[src/rtl/expr_pkg.sv]
// Shared encodings for the expression evaluator: FSM states, character
// constants and character classes.
package expr_pkg;

   localparam logic [2:0] ST_IDLE = 3'd0;
   localparam logic [2:0] ST_NUM  = 3'd1;
   localparam logic [2:0] ST_OP   = 3'd2;
   localparam logic [2:0] ST_ERR  = 3'd3;
   localparam logic [2:0] ST_DONE = 3'd4;

   typedef enum logic [2:0] {
      IDLE = ST_IDLE,
      NUM  = ST_NUM,
      OP   = ST_OP,
      ERR  = ST_ERR,
      DONE = ST_DONE
   } state_e;

   localparam logic [7:0] CH_0    = 8'h30;
   localparam logic [7:0] CH_9    = 8'h39;
   localparam logic [7:0] CH_PLUS = 8'h2B;
   localparam logic [7:0] CH_STAR = 8'h2A;
   localparam logic [7:0] CH_EQ   = 8'h3D;

   typedef enum logic [2:0] {
      DIGIT = 3'd0,
      PLUS  = 3'd1,
      STAR  = 3'd2,
      EQ    = 3'd3,
      OTHER = 3'd4
   } cls_e;

endpackage

[src/rtl/expr_eval_char_class.sv]
// Combinational character classifier: maps one ASCII byte to a token class
// and, for digits, its numeric value.
module char_class
   import expr_pkg::*;
(
   input  logic [7:0] ch,
   output logic [2:0] cls,
   output logic [3:0] digit
);

   // Classify the incoming character
   always_comb begin
      cls   = OTHER;
      digit = 4'd0;
      if ((ch >= CH_0) && (ch <= CH_9)) begin
         cls   = DIGIT;
         digit = ch[3:0];
      end else if (ch == CH_PLUS) begin
         cls = PLUS;
      end else if (ch == CH_STAR) begin
         cls = STAR;
      end else if (ch == CH_EQ) begin
         cls = EQ;
      end else begin
         cls = OTHER;
      end
   end

endmodule

[src/rtl/expr_eval.sv]
// Streaming evaluator for digit (op digit)* '=' with '*' binding tighter
// than '+'; the registered result is handed off with a valid/ready pair.
module expr_eval
   import expr_pkg::*;
#(
   parameter int WIDTH = 32
) (
   input  logic             clk,
   input  logic             clr_n,
   input  logic             in_valid,
   input  logic [7:0]       in_data,
   output logic             in_ready,
   output logic             out_valid,
   input  logic             out_ready,
   output logic [WIDTH-1:0] result,
   output logic             error,
   output logic             overflow
);

   state_e             state_q, state_d;
   logic [WIDTH-1:0]   sum_q, sum_d;
   logic [WIDTH-1:0]   term_q, term_d;
   logic               pend_op_q, pend_op_d;
   logic               ovf_q, ovf_d;
   logic               valid_q, valid_d;
   logic [WIDTH-1:0]   result_q, result_d;
   logic               error_q, error_d;
   logic               overflow_q, overflow_d;

   logic [2:0]         cls_s;
   logic [3:0]         digit_s;
   logic [WIDTH+3:0]   prod_s;
   logic [WIDTH:0]     add_s;
   logic               go_err_s;
   logic               go_ok_s;

   char_class u_cc (
      .ch    (in_data),
      .cls   (cls_s),
      .digit (digit_s)
   );

   // Both the mid-expression accumulate and the final '=' use sum+term
   assign prod_s = {4'b0000, term_q} * {{WIDTH{1'b0}}, digit_s};
   assign add_s  = {1'b0, sum_q} + {1'b0, term_q};

   assign in_ready  = (state_q != DONE);
   assign out_valid = valid_q;
   assign result    = result_q;
   assign error     = error_q;
   assign overflow  = overflow_q;

   // Next-state, accumulator and output-register computation
   always_comb begin
      state_d    = state_q;
      sum_d      = sum_q;
      term_d     = term_q;
      pend_op_d  = pend_op_q;
      ovf_d      = ovf_q;
      valid_d    = valid_q;
      result_d   = result_q;
      error_d    = error_q;
      overflow_d = overflow_q;
      go_err_s   = 1'b0;
      go_ok_s    = 1'b0;

      if (state_q == DONE) begin
         if (out_ready) begin
            state_d = IDLE;
            valid_d = 1'b0;
         end else begin
            state_d = DONE;
         end
      end else if (in_valid) begin
         case (state_q)
            IDLE: begin
               if (cls_s == DIGIT) begin
                  sum_d   = {WIDTH{1'b0}};
                  term_d  = {{(WIDTH-4){1'b0}}, digit_s};
                  ovf_d   = 1'b0;
                  state_d = NUM;
               end else if (cls_s == EQ) begin
                  go_err_s = 1'b1;
               end else begin
                  state_d = ERR;
               end
            end
            NUM: begin
               case (cls_s)
                  PLUS: begin
                     pend_op_d = 1'b0;
                     state_d   = OP;
                  end
                  STAR: begin
                     pend_op_d = 1'b1;
                     state_d   = OP;
                  end
                  EQ:      go_ok_s = 1'b1;
                  default: state_d = ERR;
               endcase
            end
            OP: begin
               if (cls_s == DIGIT) begin
                  if (pend_op_q) begin
                     term_d = prod_s[WIDTH-1:0];
                     ovf_d  = ovf_q | (|prod_s[WIDTH+3:WIDTH]);
                  end else begin
                     sum_d  = add_s[WIDTH-1:0];
                     term_d = {{(WIDTH-4){1'b0}}, digit_s};
                     ovf_d  = ovf_q | add_s[WIDTH];
                  end
                  state_d = NUM;
               end else if (cls_s == EQ) begin
                  go_err_s = 1'b1;
               end else begin
                  state_d = ERR;
               end
            end
            ERR: begin
               if (cls_s == EQ) begin
                  go_err_s = 1'b1;
               end else begin
                  state_d = ERR;
               end
            end
            default: state_d = IDLE;
         endcase
      end else begin
         state_d = state_q;
      end

      if (go_err_s) begin
         state_d    = DONE;
         valid_d    = 1'b1;
         result_d   = {WIDTH{1'b0}};
         error_d    = 1'b1;
         overflow_d = 1'b0;
      end else if (go_ok_s) begin
         state_d    = DONE;
         valid_d    = 1'b1;
         result_d   = add_s[WIDTH-1:0];
         error_d    = 1'b0;
         overflow_d = ovf_q | add_s[WIDTH];
      end else begin
         valid_d = valid_d;
      end
   end

   // State and datapath registers
   always_ff @(posedge clk or negedge clr_n) begin
      if (!clr_n) begin
         state_q    <= IDLE;
         sum_q      <= {WIDTH{1'b0}};
         term_q     <= {WIDTH{1'b0}};
         pend_op_q  <= 1'b0;
         ovf_q      <= 1'b0;
         valid_q    <= 1'b0;
         result_q   <= {WIDTH{1'b0}};
         error_q    <= 1'b0;
         overflow_q <= 1'b0;
      end else begin
         state_q    <= state_d;
         sum_q      <= sum_d;
         term_q     <= term_d;
         pend_op_q  <= pend_op_d;
         ovf_q      <= ovf_d;
         valid_q    <= valid_d;
         result_q   <= result_d;
         error_q    <= error_d;
         overflow_q <= overflow_d;
      end
   end

endmodule
[config.mk]
export PLATFORM = sky130hd
export DESIGN_NAME = expr_eval
export DESIGN_NICKNAME = d
export VERILOG_FILES = /design/src/rtl/expr_pkg.sv /design/src/rtl/expr_eval_char_class.sv /design/src/rtl/expr_eval.sv
export SDC_FILE = /design/constraint.sdc
export NUM_CORES = 1
export LEC_CHECK = 0
export ABC_AREA = 1
export CORE_MARGIN = 5
export CORE_UTILIZATION = 60
export DETAILED_ROUTE_END_ITERATION = 8
export GPL_TIMING_DRIVEN = 0
export PLACE_DENSITY = 0.83
export SLEW_MARGIN = 20
export SYNTH_ARGS = -nofsm -noshare
export SYNTH_HDL_FRONTEND = slang
export SYNTH_SLANG_ARGS = --single-unit
export TNS_END_PERCENT = 30
[constraint.sdc]
create_clock -name clk -period 5.85 [get_ports clk]
set_input_delay 0.585 -clock clk [delete_from_list [all_inputs] [get_ports clk]]
set_output_delay 0.585 -clock clk [all_outputs]
set_load 0.01 [all_outputs]
==> run metrics <==
status=finished clean; global-route wire length before repair=between 40 and 50 mm; RePlAce Congestion=between 0.9 and 1; WHS=115 ps; initial antenna violation count=0; initial DRC count=860; ANT cells=0; via/cell ratio=~5.5; critical setup path kind=input pin to register; final design utilization=67.9%; row count=47; CP endpoint kind=register; Netlist cell types=47; final WL=27.3 mm; IO Count=48; actual slew at the worst max-slew pin=990 ps; total track usage=approximately 28%; Die Span X=140 um; top cells by area, synth=dfrtp_1 (26%), nand2_1 (14%), fa_1 (12%); vias in the first global route=9479; largest area contributor in the netlist=dfrtp_1; Die ar.=roughly 20000 um2; Port Buffers=47; Sw Ratio=a little over a third; share of layout cells above drive strength 1=3.91%; Core Region=between 15000 and 20000 um2; dpl hpwl=22.6 mm; cts bufs inserted=9; Avg WL per Cell=between 15 and 20 um; post-place setup slack=-330 ps; Worst-path clk slew=approximately 70 ps; Slowest cell on crit path=clkdlybuf4s50_1; # DRC=0; Hold/Removal Path Class=input pin to asynchronous set/reset pin; PostCTS Resize Cnt=0; Worst Skew=approximately 11 ps; CTS tree=yes; synthesized net count=between 1500 and 2000; Max VDD drop=0.140 mV; Tmin final=around 5400 ps; most frequent cells after synthesis=nand2_1 (383), inv_1 (273), nor2_1 (186); sequential area share after synthesis=~26%; die height=~140 um; Mapped Area=between 10000 and 15000 um2; Clock power frac=28.0%; f_max=about 180 MHz; setup bufs post-CTS=0; Congestion Overflow GR=0; Crit. path cell count=25; CP arrival=between 5000 and 6000 ps; Startpoint Class=input pin; #FFs+latches synth=between 100 and 150; Post-synth top flop=dfrtp_1; Seq. cell area=2600 um2; ratio of final minimum period to clock period=roughly 93%; Register-to-Register Path Depth=18; Worst R2R Start=term_q[6]; maximum clock path buffer count=2; max-slew violations=0; fillcell total=roughly 1500; final cell count without fillers=between 1500 and 2000; DR top layer=met4; multi-input logic area=6420 um2; # setup viols final=0; count leader, synth=nand2_1; YS warnings=0; Routed met3 length=1.89 mm; clock latency on the worst-skew pair=around 350 ps; CP delay by family, top=buffers and inverters; Hold Fails Final Rpt=0; LEAKAGE=just under 6 nW; synthesized area per cell=slightly below 7 um2; sw power=a little under 800 uW; # H-tree levels=3; starting density of the core=61.3%; worst-path maximum fanout=10; logic gate share of total power=30.7%; pwr/cell area=191 nW/um2; EDFF count, synth=0; largest net degree at the start of global routing=71; Buf/Inv on CP=8; DR WL met2=about 12 mm; Synth Instances=approximately 1500; Crit path top cell by count=inv_1; post-synth top area share=25.6%; Max-Cap Viols=0; power consumption=2.15 mW; Pint=1.37 mW; CP required=a little over 6000 ps; WL met1=approximately 12 mm; Worst R2R End=term_q[26]; root buffer cell=clkbuf_16; CTS Hold Bufs=0; unrepaired setup endpoints after global routing=no; R2R Setup Slk=1980 ps; Async S/R FF share, synth=between 90% and 100%; Nets=1676; Via Count=about 9700; Worst path max stage delay=590 ps; CTS Sinks=roughly 100; Max transition margin=~34%; Post-DRT Antenna Nets=0; Layout area overhead=10.7%; worst setup margin=between 400 and 500 ps; Flop pwr share=roughly two fifths; DRT Pass-1 Iters=6; placed cell count=~1700
## power groups by stage
stage | Sequential (mW) | Combinational, mW | Clock [mW]
2_1_floorplan | 0.861 | 0.472 | 0
3_3_place_gp | 0.895 | 0.625 | 0
3_5_place_dp | 0.897 | 0.642 | 0
4_1_cts | 0.885 | 0.650 | 0.601
5_1_grt | 0.896 | 0.739 | 0.632
6_report | 0.889 | 0.660 | 0.603
## placed cells by master (no fill, tap or decap), types with 4 or more instances in the layout
cell type        instances
nor2_1                 185
nand2_1                382
nor3_1                  18
or2_2                    5
clkdlybuf4s50_1         46
a21oi_1                 84
inv_2                    4
o22ai_1                 12
o21ai_1                 14
nand3_1                 53
dfrtp_1                104
buf_2                    7
xor2_1                  18
o21ai_2                 11
a22o_1                   5
inv_1                  273
clkbuf_1                16
o21ai_0                 78
o21bai_1                13
fa_1                    61
ha_1                    72
xnor2_1                 11
clkbuf_16                9
## kinds of logic (layout without fill, tap and decap cells)
group | count (synthesis) | after routing | share of synthesized area, %
compound gates | 240 | 240 | 13.4
buf+inv | 305 | 368 | 11.5
simple gates | 661 | 661 | 26.1
flops | 104 | 104 | 25.6
xor+xnor | 29 | 29 | 2.50
fa+ha+maj | 133 | 133 | 20.9
## routing by layer
| layer | up-vias | track usage, % |
|---|---|---|
| li1 | 4722 | - |
| met4 | 0 | 12.2 |
| met1 | 4490 | 38.6 |
| met5 | - | 0 |
| met2 | 374 | 45.8 |
| met3 | 88 | 3.20 |
## through the flow
step | setup TNS (ps) | instance area, um2
3_5_place_dp | -958 | 10900
5_1_grt | 0 | 11300
6_report | 0 | 11300
2_1_floorplan | 0 | 10200
3_3_place_gp | -406 | 10900
4_1_cts | 0 | 11200
## area by class of cell
class	count	share of cell area [%]
buffer	27	1.14
clock buffer	12	2.19
clock inverter	3	0.378
inverter	278	9.27
multi-input combinational	1063	57.0
sequential	104	23.1
tap	220	2.45
timing repair buffer	48	4.44
## state kept, by name (all words and copies together) (netlist names)
| name | cells |
|---|---|
| state_q | 3 |
| ovf_q | 1 |
| out_valid | 1 |
| sum_q | 32 |
| overflow | 1 |
| error | 1 |
| result | 32 |
| pend_op_q | 1 |
| term_q | 32 |
## worst max-delay path by stage
stage,slack [ps],endpoint,from
2_1_floorplan,1300,ovf_q,in_data[7]
3_3_place_gp,-210,ovf_q,in_data[0]
3_5_place_dp,-330,ovf_q,in_data[0]
4_1_cts,10,ovf_q,in_data[0]
5_1_grt,10,term_q[23],in_data[5]
6_report,400,term_q[26],in_data[3]
Power figures use the tool's default switching activity.
